--- src/rtl/control_unit_if.sv ---
// Control bundle between the LC-3 control unit and the datapath/memory.
// Handshake: in a memory state the control unit holds mem_en (and mem_we for
// stores) high. The access completes on the first rising clk edge at which
// mem_ready is sampled high. mem_ready is ignored in every other state.
interface control_unit_if;
    logic [15:0] ir;
    logic [2:0]  nzp;
    logic        mem_ready;
    logic        ld_ir, ld_reg, ld_pc, ld_mar, ld_mdr, ld_cc;
    logic        gate_alu, gate_pc, gate_marmux, gate_mdr;
    logic [2:0]  dr, sr1, sr2;
    logic [1:0]  aluk;
    logic        a1m_sel;
    logic [1:0]  a2m_sel;
    logic [1:0]  pcmux_sel;
    logic        marmux_sel;
    logic        mio_en;
    logic        mem_en, mem_we;
    logic        halted;
    logic        mem_fault;
    logic [3:0]  state;

    // Control unit side
    modport master (
        input  ir, nzp, mem_ready,
        output ld_ir, ld_reg, ld_pc, ld_mar, ld_mdr, ld_cc,
        output gate_alu, gate_pc, gate_marmux, gate_mdr,
        output dr, sr1, sr2, aluk, a1m_sel, a2m_sel, pcmux_sel, marmux_sel,
        output mio_en, mem_en, mem_we, halted, mem_fault, state
    );

    // Datapath / memory side
    modport slave (
        output ir, nzp, mem_ready,
        input  ld_ir, ld_reg, ld_pc, ld_mar, ld_mdr, ld_cc,
        input  gate_alu, gate_pc, gate_marmux, gate_mdr,
        input  dr, sr1, sr2, aluk, a1m_sel, a2m_sel, pcmux_sel, marmux_sel,
        input  mio_en, mem_en, mem_we, halted, mem_fault, state
    );
endinterface

--- src/rtl/control_unit.sv ---
// Multi-cycle LC-3 control FSM: fetch, decode and execute for
// ADD/AND/NOT/BR/JMP/LD/ST/LEA/TRAP(halt), with a memory wait timeout.
module control_unit #(
    parameter int MEM_TIMEOUT = 255
) (
    input  logic         clk,
    input  logic         rst,
    control_unit_if.master bus
);

    typedef enum logic [3:0] {
        S_F1   = 4'd0,
        S_F2   = 4'd1,
        S_F3   = 4'd2,
        S_DEC  = 4'd3,
        S_ALU  = 4'd4,
        S_BR   = 4'd5,
        S_JMP  = 4'd6,
        S_LEA  = 4'd7,
        S_LD1  = 4'd8,
        S_LD2  = 4'd9,
        S_LD3  = 4'd10,
        S_ST1  = 4'd11,
        S_ST2  = 4'd12,
        S_ST3  = 4'd13,
        S_ILL  = 4'd14,
        S_HALT = 4'd15
    } state_t;

    localparam int CW = (MEM_TIMEOUT < 2) ? 1 : $clog2(MEM_TIMEOUT + 1);
    // Counter value during the last low-ready cycle that is still tolerated
    localparam logic [CW-1:0] WAIT_LAST = (MEM_TIMEOUT == 0) ? '0 : CW'(MEM_TIMEOUT - 1);

    state_t        state_q;
    logic [CW-1:0] wait_q;
    logic          fault_q;
    logic          timeout_hit;
    logic          br_taken;

    // The wait that would bring the counter to MEM_TIMEOUT with ready still low gives up
    assign timeout_hit = (MEM_TIMEOUT != 0) && !bus.mem_ready && (wait_q == WAIT_LAST);
    assign br_taken    = (bus.ir[11:9] & bus.nzp) != 3'b000;

    // State sequencing, memory wait counter and sticky fault flag
    always_ff @(posedge clk) begin
        if (rst) begin
            state_q <= S_F1;
            wait_q  <= '0;
            fault_q <= 1'b0;
        end else begin
            case (state_q)
                S_F1: begin
                    state_q <= S_F2;
                    wait_q  <= '0;
                end
                S_F2, S_LD2, S_ST3: begin
                    if (bus.mem_ready) begin
                        if (state_q == S_F2)       state_q <= S_F3;
                        else if (state_q == S_LD2) state_q <= S_LD3;
                        else                       state_q <= S_F1;
                    end else if (timeout_hit) begin
                        state_q <= S_HALT;
                        fault_q <= 1'b1;
                    end else begin
                        wait_q <= wait_q + CW'(1);
                    end
                end
                S_F3: state_q <= S_DEC;
                S_DEC: begin
                    case (bus.ir[15:12])
                        4'b0001, 4'b0101, 4'b1001: state_q <= S_ALU;
                        4'b0000: state_q <= S_BR;
                        4'b1100: state_q <= S_JMP;
                        4'b1110: state_q <= S_LEA;
                        4'b0010: state_q <= S_LD1;
                        4'b0011: state_q <= S_ST1;
                        4'b1111: state_q <= S_HALT;
                        default: state_q <= S_ILL;
                    endcase
                end
                S_LD1: begin
                    state_q <= S_LD2;
                    wait_q  <= '0;
                end
                S_ST1: state_q <= S_ST2;
                S_ST2: begin
                    state_q <= S_ST3;
                    wait_q  <= '0;
                end
                S_HALT: state_q <= S_HALT;
                default: state_q <= S_F1;
            endcase
        end
    end

    // Moore control decode; BR target load follows nzp, read-state ld_mdr follows mem_ready
    always_comb begin
        bus.ld_ir       = 1'b0;
        bus.ld_reg      = 1'b0;
        bus.ld_pc       = 1'b0;
        bus.ld_mar      = 1'b0;
        bus.ld_mdr      = 1'b0;
        bus.ld_cc       = 1'b0;
        bus.gate_alu    = 1'b0;
        bus.gate_pc     = 1'b0;
        bus.gate_marmux = 1'b0;
        bus.gate_mdr    = 1'b0;
        bus.dr          = bus.ir[11:9];
        bus.sr1         = bus.ir[8:6];
        bus.sr2         = bus.ir[2:0];
        bus.aluk        = 2'b00;
        bus.a1m_sel     = 1'b0;
        bus.a2m_sel     = 2'b00;
        bus.pcmux_sel   = 2'b00;
        bus.marmux_sel  = 1'b0;
        bus.mio_en      = 1'b0;
        bus.mem_en      = 1'b0;
        bus.mem_we      = 1'b0;
        bus.halted      = 1'b0;
        bus.mem_fault   = fault_q;
        bus.state       = state_q;
        case (state_q)
            S_F1: begin
                bus.gate_pc   = 1'b1;
                bus.ld_mar    = 1'b1;
                bus.ld_pc     = 1'b1;
                bus.pcmux_sel = 2'b10;
            end
            S_F2, S_LD2: begin
                bus.mem_en = 1'b1;
                bus.mio_en = 1'b1;
                bus.ld_mdr = bus.mem_ready;
            end
            S_F3: begin
                bus.gate_mdr = 1'b1;
                bus.ld_ir    = 1'b1;
            end
            S_ALU: begin
                bus.gate_alu = 1'b1;
                bus.ld_reg   = 1'b1;
                bus.ld_cc    = 1'b1;
                case (bus.ir[15:12])
                    4'b0001: bus.aluk = 2'b10;
                    4'b0101: bus.aluk = 2'b01;
                    default: bus.aluk = 2'b00;
                endcase
            end
            S_BR: begin
                if (br_taken) begin
                    bus.a2m_sel   = 2'b10;
                    bus.pcmux_sel = 2'b01;
                    bus.ld_pc     = 1'b1;
                end
            end
            S_JMP: begin
                bus.a1m_sel   = 1'b1;
                bus.pcmux_sel = 2'b01;
                bus.ld_pc     = 1'b1;
            end
            S_LEA: begin
                bus.a2m_sel     = 2'b10;
                bus.marmux_sel  = 1'b1;
                bus.gate_marmux = 1'b1;
                bus.ld_reg      = 1'b1;
            end
            S_LD1, S_ST1: begin
                bus.a2m_sel     = 2'b10;
                bus.marmux_sel  = 1'b1;
                bus.gate_marmux = 1'b1;
                bus.ld_mar      = 1'b1;
            end
            S_LD3: begin
                bus.gate_mdr = 1'b1;
                bus.ld_reg   = 1'b1;
                bus.ld_cc    = 1'b1;
            end
            S_ST2: begin
                bus.sr1      = bus.ir[11:9];
                bus.aluk     = 2'b11;
                bus.gate_alu = 1'b1;
                bus.ld_mdr   = 1'b1;
            end
            S_ST3: begin
                bus.mem_en = 1'b1;
                bus.mem_we = 1'b1;
            end
            S_HALT: bus.halted = 1'b1;
            default: ;
        endcase
        // Reset silences every output, including the abandoned memory request
        if (rst) begin
            bus.ld_ir       = 1'b0;
            bus.ld_reg      = 1'b0;
            bus.ld_pc       = 1'b0;
            bus.ld_mar      = 1'b0;
            bus.ld_mdr      = 1'b0;
            bus.ld_cc       = 1'b0;
            bus.gate_alu    = 1'b0;
            bus.gate_pc     = 1'b0;
            bus.gate_marmux = 1'b0;
            bus.gate_mdr    = 1'b0;
            bus.dr          = 3'b000;
            bus.sr1         = 3'b000;
            bus.sr2         = 3'b000;
            bus.aluk        = 2'b00;
            bus.a1m_sel     = 1'b0;
            bus.a2m_sel     = 2'b00;
            bus.pcmux_sel   = 2'b00;
            bus.marmux_sel  = 1'b0;
            bus.mio_en      = 1'b0;
            bus.mem_en      = 1'b0;
            bus.mem_we      = 1'b0;
            bus.halted      = 1'b0;
            bus.mem_fault   = 1'b0;
            bus.state       = 4'd0;
        end
    end

endmodule

--- src/flat_wrapper.sv ---
// flat-port wrapper written by rule: the top's interface ports become plain ports
module control_unit_flat 
#(
    parameter int MEM_TIMEOUT = 255
)
  (clk, rst, bus_ir, bus_nzp, bus_mem_ready, bus_ld_ir, bus_ld_reg, bus_ld_pc, bus_ld_mar, bus_ld_mdr, bus_ld_cc, bus_gate_alu, bus_gate_pc, bus_gate_marmux, bus_gate_mdr, bus_dr, bus_sr1, bus_sr2, bus_aluk, bus_a1m_sel, bus_a2m_sel, bus_pcmux_sel, bus_marmux_sel, bus_mio_en, bus_mem_en, bus_mem_we, bus_halted, bus_mem_fault, bus_state);
  control_unit_if bus_i ();
  input  logic clk;
  input  logic rst;
  input wire logic [$bits(bus_i.ir)-1:0] bus_ir;
  input wire logic [$bits(bus_i.nzp)-1:0] bus_nzp;
  input wire logic [$bits(bus_i.mem_ready)-1:0] bus_mem_ready;
  output wire logic [$bits(bus_i.ld_ir)-1:0] bus_ld_ir;
  output wire logic [$bits(bus_i.ld_reg)-1:0] bus_ld_reg;
  output wire logic [$bits(bus_i.ld_pc)-1:0] bus_ld_pc;
  output wire logic [$bits(bus_i.ld_mar)-1:0] bus_ld_mar;
  output wire logic [$bits(bus_i.ld_mdr)-1:0] bus_ld_mdr;
  output wire logic [$bits(bus_i.ld_cc)-1:0] bus_ld_cc;
  output wire logic [$bits(bus_i.gate_alu)-1:0] bus_gate_alu;
  output wire logic [$bits(bus_i.gate_pc)-1:0] bus_gate_pc;
  output wire logic [$bits(bus_i.gate_marmux)-1:0] bus_gate_marmux;
  output wire logic [$bits(bus_i.gate_mdr)-1:0] bus_gate_mdr;
  output wire logic [$bits(bus_i.dr)-1:0] bus_dr;
  output wire logic [$bits(bus_i.sr1)-1:0] bus_sr1;
  output wire logic [$bits(bus_i.sr2)-1:0] bus_sr2;
  output wire logic [$bits(bus_i.aluk)-1:0] bus_aluk;
  output wire logic [$bits(bus_i.a1m_sel)-1:0] bus_a1m_sel;
  output wire logic [$bits(bus_i.a2m_sel)-1:0] bus_a2m_sel;
  output wire logic [$bits(bus_i.pcmux_sel)-1:0] bus_pcmux_sel;
  output wire logic [$bits(bus_i.marmux_sel)-1:0] bus_marmux_sel;
  output wire logic [$bits(bus_i.mio_en)-1:0] bus_mio_en;
  output wire logic [$bits(bus_i.mem_en)-1:0] bus_mem_en;
  output wire logic [$bits(bus_i.mem_we)-1:0] bus_mem_we;
  output wire logic [$bits(bus_i.halted)-1:0] bus_halted;
  output wire logic [$bits(bus_i.mem_fault)-1:0] bus_mem_fault;
  output wire logic [$bits(bus_i.state)-1:0] bus_state;
  assign bus_i.ir = bus_ir;
  assign bus_i.nzp = bus_nzp;
  assign bus_i.mem_ready = bus_mem_ready;
  assign bus_ld_ir = bus_i.ld_ir;
  assign bus_ld_reg = bus_i.ld_reg;
  assign bus_ld_pc = bus_i.ld_pc;
  assign bus_ld_mar = bus_i.ld_mar;
  assign bus_ld_mdr = bus_i.ld_mdr;
  assign bus_ld_cc = bus_i.ld_cc;
  assign bus_gate_alu = bus_i.gate_alu;
  assign bus_gate_pc = bus_i.gate_pc;
  assign bus_gate_marmux = bus_i.gate_marmux;
  assign bus_gate_mdr = bus_i.gate_mdr;
  assign bus_dr = bus_i.dr;
  assign bus_sr1 = bus_i.sr1;
  assign bus_sr2 = bus_i.sr2;
  assign bus_aluk = bus_i.aluk;
  assign bus_a1m_sel = bus_i.a1m_sel;
  assign bus_a2m_sel = bus_i.a2m_sel;
  assign bus_pcmux_sel = bus_i.pcmux_sel;
  assign bus_marmux_sel = bus_i.marmux_sel;
  assign bus_mio_en = bus_i.mio_en;
  assign bus_mem_en = bus_i.mem_en;
  assign bus_mem_we = bus_i.mem_we;
  assign bus_halted = bus_i.halted;
  assign bus_mem_fault = bus_i.mem_fault;
  assign bus_state = bus_i.state;
  control_unit #(.MEM_TIMEOUT(MEM_TIMEOUT)) u_core (.clk(clk), .rst(rst), .bus(bus_i));
endmodule
--- config.mk ---
export PLATFORM = sky130hd
export DESIGN_NAME = control_unit_flat
export DESIGN_NICKNAME = d
export VERILOG_FILES = /design/src/rtl/control_unit_if.sv /design/src/rtl/control_unit.sv /design/src/flat_wrapper.sv
export SDC_FILE = /design/constraint.sdc
export NUM_CORES = 1
export LEC_CHECK = 0
export CELL_PAD_IN_SITES_DETAIL_PLACEMENT = 1
export CELL_PAD_IN_SITES_GLOBAL_PLACEMENT = 1
export CORE_ASPECT_RATIO = 1.5
export CORE_UTILIZATION = 28
export DETAILED_ROUTE_END_ITERATION = 12
export HOLD_SLACK_MARGIN = 0.08
export PLACE_DENSITY_LB_ADDON = 0.1
export SLEW_MARGIN = 30
export SYNTH_ARGS = -nofsm -noshare
export SYNTH_HDL_FRONTEND = slang
export SYNTH_SLANG_ARGS = --single-unit
--- constraint.sdc ---
create_clock -name clk -period 2.26 [get_ports clk]
set_input_delay 0.226 -clock clk [delete_from_list [all_inputs] [get_ports clk]]
set_output_delay 0.226 -clock clk [all_outputs]
set_load 0.02 [all_outputs]
# Word level (Yosys, flattened, before mapping)
# Memories as Yosys holds them, arrays and structs flattened.
# Cells that the tools add are included.
dict set report classes {
  add_sub_neg 1
  shifts 0
  n_eq_ne 20
  multipliers 0
  order_cmp 0
  bitwise 2
  n_mux 54
  n_reduce_logical 17
  div 0
}
# operator count
set op_table {}
lappend op_table {{$pmux W4 S8} 1}
lappend op_table {{$mux W1} 31}
lappend op_table {{$eq A4 B4 Y1 const B} 7}
lappend op_table {{$eq A4 B3 Y1 const B} 5}
lappend op_table {{$mux W4} 5}
lappend op_table {{$mux W8} 2}
lappend op_table {{$pmux W8 S2} 1}
lappend op_table {{$reduce_or A3 Y1} 5}
lappend op_table {{$mux W3} 4}
lappend op_table {{$pmux W2 S2} 3}
lappend op_table {{$reduce_or A2 Y1} 5}
lappend op_table {{$add A8 B1 Y8 const B} 1}
lappend op_table {{$eq A4 B1 Y1 const B} 2}
lappend op_table {{$eq A4 B2 Y1 const B} 2}
lappend op_table {{$eq A8 B8 Y1 const B} 1}
lappend op_table {{$mux W2} 4}
lappend op_table {{$pmux W2 S3} 1}
lappend op_table {{$reduce_and A3 Y1} 2}
lappend op_table {{$logic_not A4 Y1} 1}
lappend op_table {{$ne A2 B2 Y1 const B} 2}
lappend op_table {{$pmux W1 S2} 2}
lappend op_table {{$and A3 B3 Y3} 1}
lappend op_table {{$ne A3 B1 Y1 const B} 1}
lappend op_table {{$reduce_bool A3 Y1} 1}
lappend op_table {{other kinds (4)} 4}
dict set report totals {
  mem_bits_ro 64
  word_cells 98
  output_inout_bits 36
  mem_bits_rw 0
  latch_bits 0
  in_bits 22
  register_bits 13
  mem_count 1
}
# name depth width read_ports rd_ports_with_merged_regs wr line
set mem_list {}
lappend mem_list {{(name not given)} 16 4 1 0 0 control_unit.sv:70} ;# case (bus.ir[15:12])

# Longest topological paths before layout
# Gate-level depths: netlist (run 1).
dict set report depth {
  depth_word 5
  ltp_mapped 6
  ltp_nobuf 6
}

# Worst setup path before layout (run 1)
# Ideal clock, no wire load.
dict set report synth_path {
  path_kind {register to output}
  start {reg u_core.state_q[0]}
  end {out bus_ld_pc}
  stages_incl_launch_ff 5
  arrival_time_ns 1.825
  required_ns 2.034
  setup_slack_ns 0.209
  path_buffers 1
  path_cell_list {dfxtp_1 > buf_2 > or2_2 > nor4_1 > or2_2}
}
dict set report synth_between {
  elab_chain_cells 4
  elab_cells_between_ends 6
  cone_classes {eq/ne (2); mux (2); reduce/logical (2)}
}
# element line
set synth_rtl {}
lappend synth_rtl {{start: declaration} control_unit.sv:34} ;# state_t state_q;
lappend synth_rtl {{start signal: assignment} control_unit.sv:47} ;# state_q <= S_F1;
lappend synth_rtl {{start signal: assignment} control_unit.sv:53} ;# state_q <= S_F2;
lappend synth_rtl {{start signal: assignment} control_unit.sv:58} ;# if (state_q == S_F2) state_q <= S_F3;
lappend synth_rtl {{$eq A4 B3 Y1 / $logic_not A4 Y1 (equally long branches)} control_unit.sv:122} ;# case (state_q)
lappend synth_rtl {{$reduce_or A2 Y1 (no source line)} -}
lappend synth_rtl {{$pmux W1 S2 (*)} control_unit.sv:122}
lappend synth_rtl {{$mux W1 (*)} control_unit.sv:191} ;# if (rst) begin
lappend synth_rtl {{end: declaration} flat_wrapper.sv:15} ;# output wire logic [$bits(bus_i.ld_pc)-1:0] bus_ld_pc;
# Every way passes the cells marked *; elsewhere a longest branch is shown, timed or not.

# Worst setup path in the final report (run 1)
dict set report layout_path {
  start {in bus_ir[9]}
  end {out bus_pcmux_sel[0]}
}
dict set report layout_between {
  elab_chain_cells 5
}
# element line
set layout_rtl {}
lappend layout_rtl {{start: declaration} flat_wrapper.sv:10} ;# input wire logic [$bits(bus_i.ir)-1:0] bus_ir;
lappend layout_rtl {{$and A3 B3 Y3} control_unit.sv:42} ;# assign br_taken = (bus.ir[11:9] & bus.nzp) != 3'b000;
lappend layout_rtl {{$reduce_bool A3 Y1} control_unit.sv:42}
lappend layout_rtl {{$mux W1} control_unit.sv:149} ;# if (br_taken) begin
lappend layout_rtl {{$pmux W2 S3} control_unit.sv:122}
lappend layout_rtl {{$mux W2} control_unit.sv:191}
lappend layout_rtl {{end: declaration} flat_wrapper.sv:29} ;# output wire logic [$bits(bus_i.pcmux_sel)-1:0] bus_pcmux_sel;
# Every way passes these cells.

==> summary.md, run 1 <==
| Metric | Value |
|---|---|
| Status | finished clean |
| Clk slew on worst S/H paths | 0.06 ns |
| WL final | 4500 um |
| Cell Area, Placed | 1880 um^2 |
| Setup crit start kind | primary input |
| Final setup vio count | 0 |
| Reg2reg path depth | 5 |
| Ys Warns | 0 |
| CP Max Fanout | 3 |
| Largest net degree at the start of global routing | 14 |
| Post-CTS Hold Buffers | 0 |
| Clock Skews | 0.00218 ns |
| CP arrival | 1.98 ns |
| Complex-gate fraction of the synthesized area | 24.4% |
| GRT Util Overall | 19.2% |
| GRT overflow | 0 |
| Register area share after synthesis | 21.3% |
| Leak | 0.765 nW |
| Drt wl/cell | 16.0 um |
| Hold/Removal Path Class | flop to flop |
| Die width | 56.0 um |
| Hold path depth | 2 |
| Synthesized-area fraction occupied by adder cells | 3.07% |
| Final net count | 262 |
| FMAX | 0.454 GHz |
| Critical Path RT | 2.03 ns |
| Largest family of logic cells by synthesized area | simple AND/OR/NAND/NOR gates |
| Via count | 1584 |
| Crit path from | bus_ir[9] |
| Pins Over Slew Limit | 0 |
| Global-route wire length before repair | 7280 um |
| CP Capture Type | output pin |
| Initial detailed-routing violation count | 60 |
| Share of cells above drive strength 1 | 14.8% |
| Post-synth net total | 198 |
| Synth Area per Inst | 7.07 um^2 |
| Final period utilization | 97.5% |
| CTS buffer count | 3 |
| Initial Util | 29.1% |
| DRC viols | 0 |
| Worst hold start | u_core.fault_q$_SDFFE_PP0P_ |
| Flops & latches, synth | 13 |
| Post-Place Cells | 278 |
| Clock sink count | 13 |
| CTS tree | yes |
| Routed Antenna Nets | 0 |
| IO Port Bufs | 53 |
| DPL Wire Length | 3720 um |
| Post-synth ARST share | 0% |
| Io pins | 58 |
| Final Util | 46.0% |
| Worst Tran Pin Value | 0.740 ns |
| Reg2Reg Capture Point | u_core.state_q[2]$_SDFFE_PP0P_ |
| Worst r2r src | u_core.state_q[0]$_SDFFE_PP0P_ |
| Simple-Gate Fraction of Synth Area | 40.6% |
| Hold endpoint | u_core.fault_q$_SDFFE_PP0P_ |
| Number of global-route vias before repair | 1563 |
| Tmin final | 2.20 ns |
| Final Cell Area | 1940 um^2 |
| Number of core rows | 29 |
| Synth Flop Type | dfxtp_1 |
| Synth Instances | 173 |
| MaxCap Viol Count | 0 |
| Root buf cell | clkbuf_8 |
| Critical path type | primary input to output pin |
| Worst skew pair latency | 0.25 ns |
| N_diodes | 0 |
| First-pass DRT Iterations | 4 |
| Setup slack, reg-to-reg | 0.32 ns |
| Mapped Area | 1220 um^2 |
| Max rail drop VDD | 0.000536 V |
| H-Tree Level Count | 1 |
| Post-Synth XOR/XNOR Area | 0% |
| PD cells | 847 nW/um^2 |
| Final Hold Fails | 0 |
| Rel. slew slack | 49.4% |
| DIE HEIGHT | 83.0 um |
| Post-synthesis mux area share | 2.45% |
| RSZ-0062 raised after global routing | no |
| Area of the core | 4210 um^2 |
| Die area | 4640 um^2 |
| Cell variety after synth | 47 |
| Longest Clk Path Bufs | 2 |
| Area Growth Syn to Fin | 58.3% |
| Non-filler cells in the finished layout | 282 |
| EDFF count, synth | 0 |
| GP Congestion | 0.852 |
| Initial antenna violation count | 0 |
| Vias per cell | 5.62 |
[registers in the layout, summed over array words and instances, names as in the netlist]
signal / cells
u_core.fault_q: 1
u_core.state_q: 4
u_core.wait_q: 8
[layout by cell type, fill, tap and decap left out, types with 2 or more instances in the layout]
| master | n |
|---|---|
| clkdlybuf4s50_1 | 43 |
| buf_4 | 19 |
| nor2_1 | 16 |
| nor3_1 | 13 |
| a21oi_1 | 13 |
| nand2_1 | 12 |
| nor2b_1 | 11 |
| dfxtp_1 | 10 |
| inv_1 | 7 |
| o21ai_0 | 7 |
| dlygate4sd2_1 | 7 |
| nand3_1 | 6 |
| nand2b_1 | 5 |
| or4_1 | 4 |
| nand4_1 | 4 |
| o31ai_1 | 4 |
| or2_2 | 3 |
| mux2i_1 | 3 |
| ha_1 | 3 |
| clkbuf_8 | 3 |
| dlymetal6s2s_1 | 3 |
| dfxtp_2 | 3 |
| o21a_1 | 2 |
| nor2b_2 | 2 |
| nor4_1 | 2 |
| a31oi_1 | 2 |
| a211oi_1 | 2 |
| and4_1 | 2 |
| and3_1 | 2 |
| a211o_1 | 2 |
| o211ai_1 | 2 |
[worst max path at each step]
stage,end,slack [ns],cells past startpoint
after floorplan,bus_ld_pc,0.21,4
after global placement,bus_ld_pc,-0.09,6
after detailed placement,bus_ld_pc,-0.11,6
after CTS,bus_ld_reg,0.01,5
after global routing,bus_pcmux_sel[0],0.002,6
final,bus_pcmux_sel[0],0.06,6
[timing repair]
action | in CTS | in global routing
setup endpoints to repair | 11 | 6
resized for setup | 9 | 6
setup buffers | 0 | 0
pin swaps | 1 | 0
[worst max-delay path, cell delays in order]
cell and delay (ns):
clkdlybuf4s50_1 0.50, a222oi_1 0.12, o21a_1 0.20, nor3_1 0.18, buf_4 0.14, clkdlybuf4s50_1 0.61
[metrics by stage]
stage	power, mW	worst slack, ns	TNS, ns	hold WS [ns]
finish	1.64	0.0561	0	0.480
global route	1.74	0.00178	0	0.513
CTS	1.65	0.0129	0	0.479
detailed placement	1.45	-0.112	-0.130	0.464
global placement	1.43	-0.0914	-0.0914	0.453
floorplan	0.967	0.209	0	0.426
[power breakdown]
part	internal (mW)	total, mW	switching (mW)
registers	0.272	0.341	0.0692
logic	0.484	1.09	0.602
clock network	0.125	0.213	0.0882
total	0.881	1.64	0.759
[synthesized netlist by cell type, drive strengths merged, types with 2 or more instances]
library cell / count / area share (%)
buf: 8 / 4.2
inv: 7 / 2.1
a211oi: 2 / 1.2
a31oi: 2 / 1.0
o211ai: 2 / 1.2
ha: 3 / 3.1
nor2b: 14 / 7.8
o21a: 2 / 1.2
nand3: 6 / 2.5
nand4: 4 / 2.0
and3: 2 / 1.0
nand2: 12 / 3.7
mux2i: 3 / 2.5
o31ai: 4 / 2.5
or2: 3 / 1.5
or4: 5 / 3.4
nand2b: 6 / 3.7
a211o: 2 / 1.4
nor3: 13 / 5.3
and4: 2 / 1.4
clkbuf: 5 / 1.5
a21oi: 13 / 5.3
o21ai: 7 / 2.9
dfxtp: 13 / 21
nor4: 2 / 1.0
nor2: 16 / 4.9
[cell families (layout without fill, tap and decap cells)]
family                     Yosys count  count (layout)
AOI/OAI and AO/OA                   45              45
adders and majority gates            3               3
and+or+nand+nor                     88              88
muxes                                3               3
DFF                                 13              13
other                                1               1
buffers and inverters               20              83
[area by class of cell]
cell class,count,area [um^2]
fill,556,2270
multi-input combinational,140,872
timing repair buffer,72,672
sequential,13,264
tap,46,57.6
clock buffer,4,45.0
inverter,7,26.3
[per-layer routing]
metal	vias to the layer above	global-route usage, %	wire length (um)
met5	-	0	0
met4	0	6.65	72
met3	6	2.02	130
met2	34	38.9	2610
met1	781	19.4	1690
li1	763	-	-
No activity file was read; power rests on OpenSTA's default activity.
==> inputs of run 2 (changes only) <==
- CORE_UTILIZATION: 28 -> 30
- TNS_END_PERCENT: unset -> 10
- clock period: 2.26 -> 2.7 ns (I/O delays scaled with it)
==> run 2 against run 1 <==
  * Critical path depth unchanged
  * Non-clock buffer count decreased by 12
  * Hold slack improved by 0.0092 ns
  * Highest routed layer unchanged
  * Count of clock-buffer cells in the layout unchanged
  * Critical endpoint is now bus_sr1[0]
  * Largest power group unchanged
==> summary.md, run 2 (same netlist as run 1, synthesis figures left out) <==
| Metric | Value |
|---|---|
| Commonest non-fill, non-tap cells in the layout | clkdlybuf4s50_1, nor2_1 |
| Die area | 4340 um^2 (-6.5%) |
| Share of cells above drive strength 1 | 8.48% (-6.3 points) |
| Clock Skews | 0.00345 ns (+0.00127 ns) |
| Clock sink count | 13 (unchanged) |
| RSZ-0062 raised after global routing | no |
| N_diodes | 0 (unchanged) |
| CP Capture Type | output pin |
| Status | finished clean |
| Power share of the combinational group | 62.1% (-4.1 points) |
| IO Port Bufs | 53 (unchanged) |
| Max rail drop VDD | 0.000353 V (-34%) |
| Worst skew pair latency | 0.24 ns (about the same) |
| CP Max Fanout | 19 (+16) |
| CTS tree | yes |
| Vias per cell | 5.52 (-1.7%) |
| Area Growth Syn to Fin | 50.7% |
| Final Util | 47.0% (+0.99 points) |
| Drt wl/cell | 16.7 um (+4.5%) |
| Setup crit start kind | flop |
| Initial antenna violation count | 0 (unchanged) |
| Largest register FFs | 8 (unchanged) |
| Initial detailed-routing violation count | 16 (-73%) |
| Number of global-route vias before repair | 1540 (-1.5%) |
| Net switching power | 0.623 mW (-18%) |
| CP arrival | 2.34 ns (+0.36 ns) |
| Pins Over Slew Limit | 0 (unchanged) |
| Hold/Removal Path Class | flop to flop |
| Largest net degree at the start of global routing | 24 (+10) |
| Worst Tran Pin Value | 0.791 ns (+0.0512 ns) |
| Initial Util | 31.2% (+2.1 points) |
| Leak | 0.626 nW (-18%) |
| GRT Util Overall | 21.3% (+2.0 points) |
| Die width | 54.1 um (-3.3%) |
| Area of the core | 3920 um^2 (-6.8%) |
| GP Congestion | 0.830 (-2.6%) |
| Final net count | 250 (-4.6%) |
| First-pass DRT Iterations | 4 (unchanged) |
| Final period utilization | 96.7% |
| Io pins | 58 (unchanged) |
| Final setup vio count | 0 (unchanged) |
| Sequential fraction of design power | 24.3% (+3.5 points) |
| Setup bufs post-CTS | 0 (unchanged) |
| Pint | 0.689 mW (-22%) |
| Global-route wire length before repair | 7030 um (-3.4%) |
| MaxCap Viol Count | 0 (unchanged) |
| Final setup margin | 0.0901 ns (+0.0341 ns) |
| Via count | 1486 (-6.2%) |
| Tmin final | 2.61 ns |
| H-Tree Level Count | 1 (unchanged) |
| DIE HEIGHT | 80.2 um (-3.3%) |
| Biggest register | u_core.wait_q |
| GRT overflow | 0 (unchanged) |
| Clk pwr share | 13.5% (+0.5 points) |
| Worst hold margin | 0.490 ns (+0.00924 ns) |
| Critical path type | flop to output pin |
| Cell Area, Placed | 1790 um^2 (-4.8%) |
| WL final | 4490 um (-0.36%) |
| FMAX | 0.383 GHz |
| PD cells | 711 nW/um^2 (-16%) |
| Rel. slew slack | 45.9% (-3.5 points) |
| Routed Antenna Nets | 0 (unchanged) |
| Sw Share | 47.5% (+1.2 points) |
| CP max-delay cell | clkdlybuf4s50_1 |
| Leading cell type in the layout, fill and taps excluded | clkdlybuf4s50_1 |
| Root buf cell | clkbuf_8 |
| DPL Wire Length | 3610 um (-3.1%) |
| Longest Clk Path Bufs | 2 (unchanged) |
| Number of core rows | 28 (-3.4%) |
| Critical Path RT | 2.43 ns (+0.40 ns) |
| Setup TNS | 0 ns (unchanged) |
| Top flop regs | u_core.wait_q x8, u_core.state_q x4, u_core.fault_q x1 |
| Worst path max stage delay | 0.55 ns (-0.06 ns) |
| CTS buffer count | 3 (unchanged) |
| Cell Chain, Critical Path | or2_2, nor3_1, buf_4, mux2i_1, nor2_1, clkdlybuf4s50_1 |
| DRC viols | 0 (unchanged) |
| DP Worst Slack | 0.196 ns (+0.309 ns) |
| Clk slew on worst S/H paths | 0.06 ns (about the same) |
| Final Cell Area | 1840 um^2 (-4.8%) |
| Final Hold Fails | 0 (unchanged) |
-- run 2: changes by cell type in the layout (fill, tap and decap cells not counted) --
cell and change:
dfxtp_2 -3, buf_4 -12, dfxtp_1 +3, clkdlybuf4s50_1 +10
nor4_1 -1, nor4_2 +1, nor2b_2 -2, nor2b_1 +2
dlygate4sd2_1 -7, dlymetal6s2s_1 -3
-- run 2: per-stage QoR --
| step | power [mW] | instances |
|---|---|---|
| after floorplan | 0.810 | 173 |
| after global placement | 1.11 | 265 |
| after detailed placement | 1.13 | 265 |
| after CTS | 1.31 | 269 |
| after global routing | 1.39 | 269 |
| final | 1.31 | 269 |
-- run 2: layer usage --
layer | up-vias | wire length (um) | global-route usage [%]
met3 | 2 | 96 | 1.33
li1 | 731 | - | -
met1 | 733 | 1710 | 21.5
met4 | 0 | 23 | 7.18
met2 | 20 | 2660 | 42.3
met5 | - | 0 | 0
-- run 2: critical path: cells and delay by family (launching register included) --
family | cells | cell delay, ns
DFF | 1 | 0.50
muxes | 1 | 0.21
and+or+nand+nor | 3 | 0.67
buffers and inverters | 2 | 0.72
-- run 2: path summary, 6_finish.rpt --
check / startpoint / to / slack [ns] / cells past startpoint
max: u_core.state_q[0]$_SDFFE_PP0P_ / bus_sr1[0] / 0.09 / 6
min: u_core.wait_q[5]$_SDFFE_PP0P_ / u_core.wait_q[5]$_SDFFE_PP0P_ / 0.49 / 2
max reg2reg: u_core.state_q[0]$_SDFFE_PP0P_ / u_core.state_q[2]$_SDFFE_PP0P_ / 0.53 / 4
min reg2reg: u_core.wait_q[5]$_SDFFE_PP0P_ / u_core.wait_q[5]$_SDFFE_PP0P_ / 0.49 / 2
-- run 2: layout make-up --
cell class | instances | area, um^2
clock buffer | 4 | 45.0
multi-input combinational | 140 | 873
timing repair buffer | 60 | 583
inverter | 7 | 26.3
fill | 514 | 2080
sequential | 13 | 260
tap | 45 | 56.3
-- run 2: power by group through the flow --
stage | logic (mW) | clock network, mW | registers (mW)
after floorplan | 0.564 | 0 | 0.245
after global placement | 0.789 | 0 | 0.317
after detailed placement | 0.810 | 0 | 0.319
after CTS | 0.815 | 0.181 | 0.316
after global routing | 0.876 | 0.188 | 0.328
final | 0.815 | 0.177 | 0.319
-- run 2: what timing repair did --
item                       4_1_cts  5_1_grt
hold buffers                     0        0
setup endpoints to repair        0        3
gates resized for setup          0        1
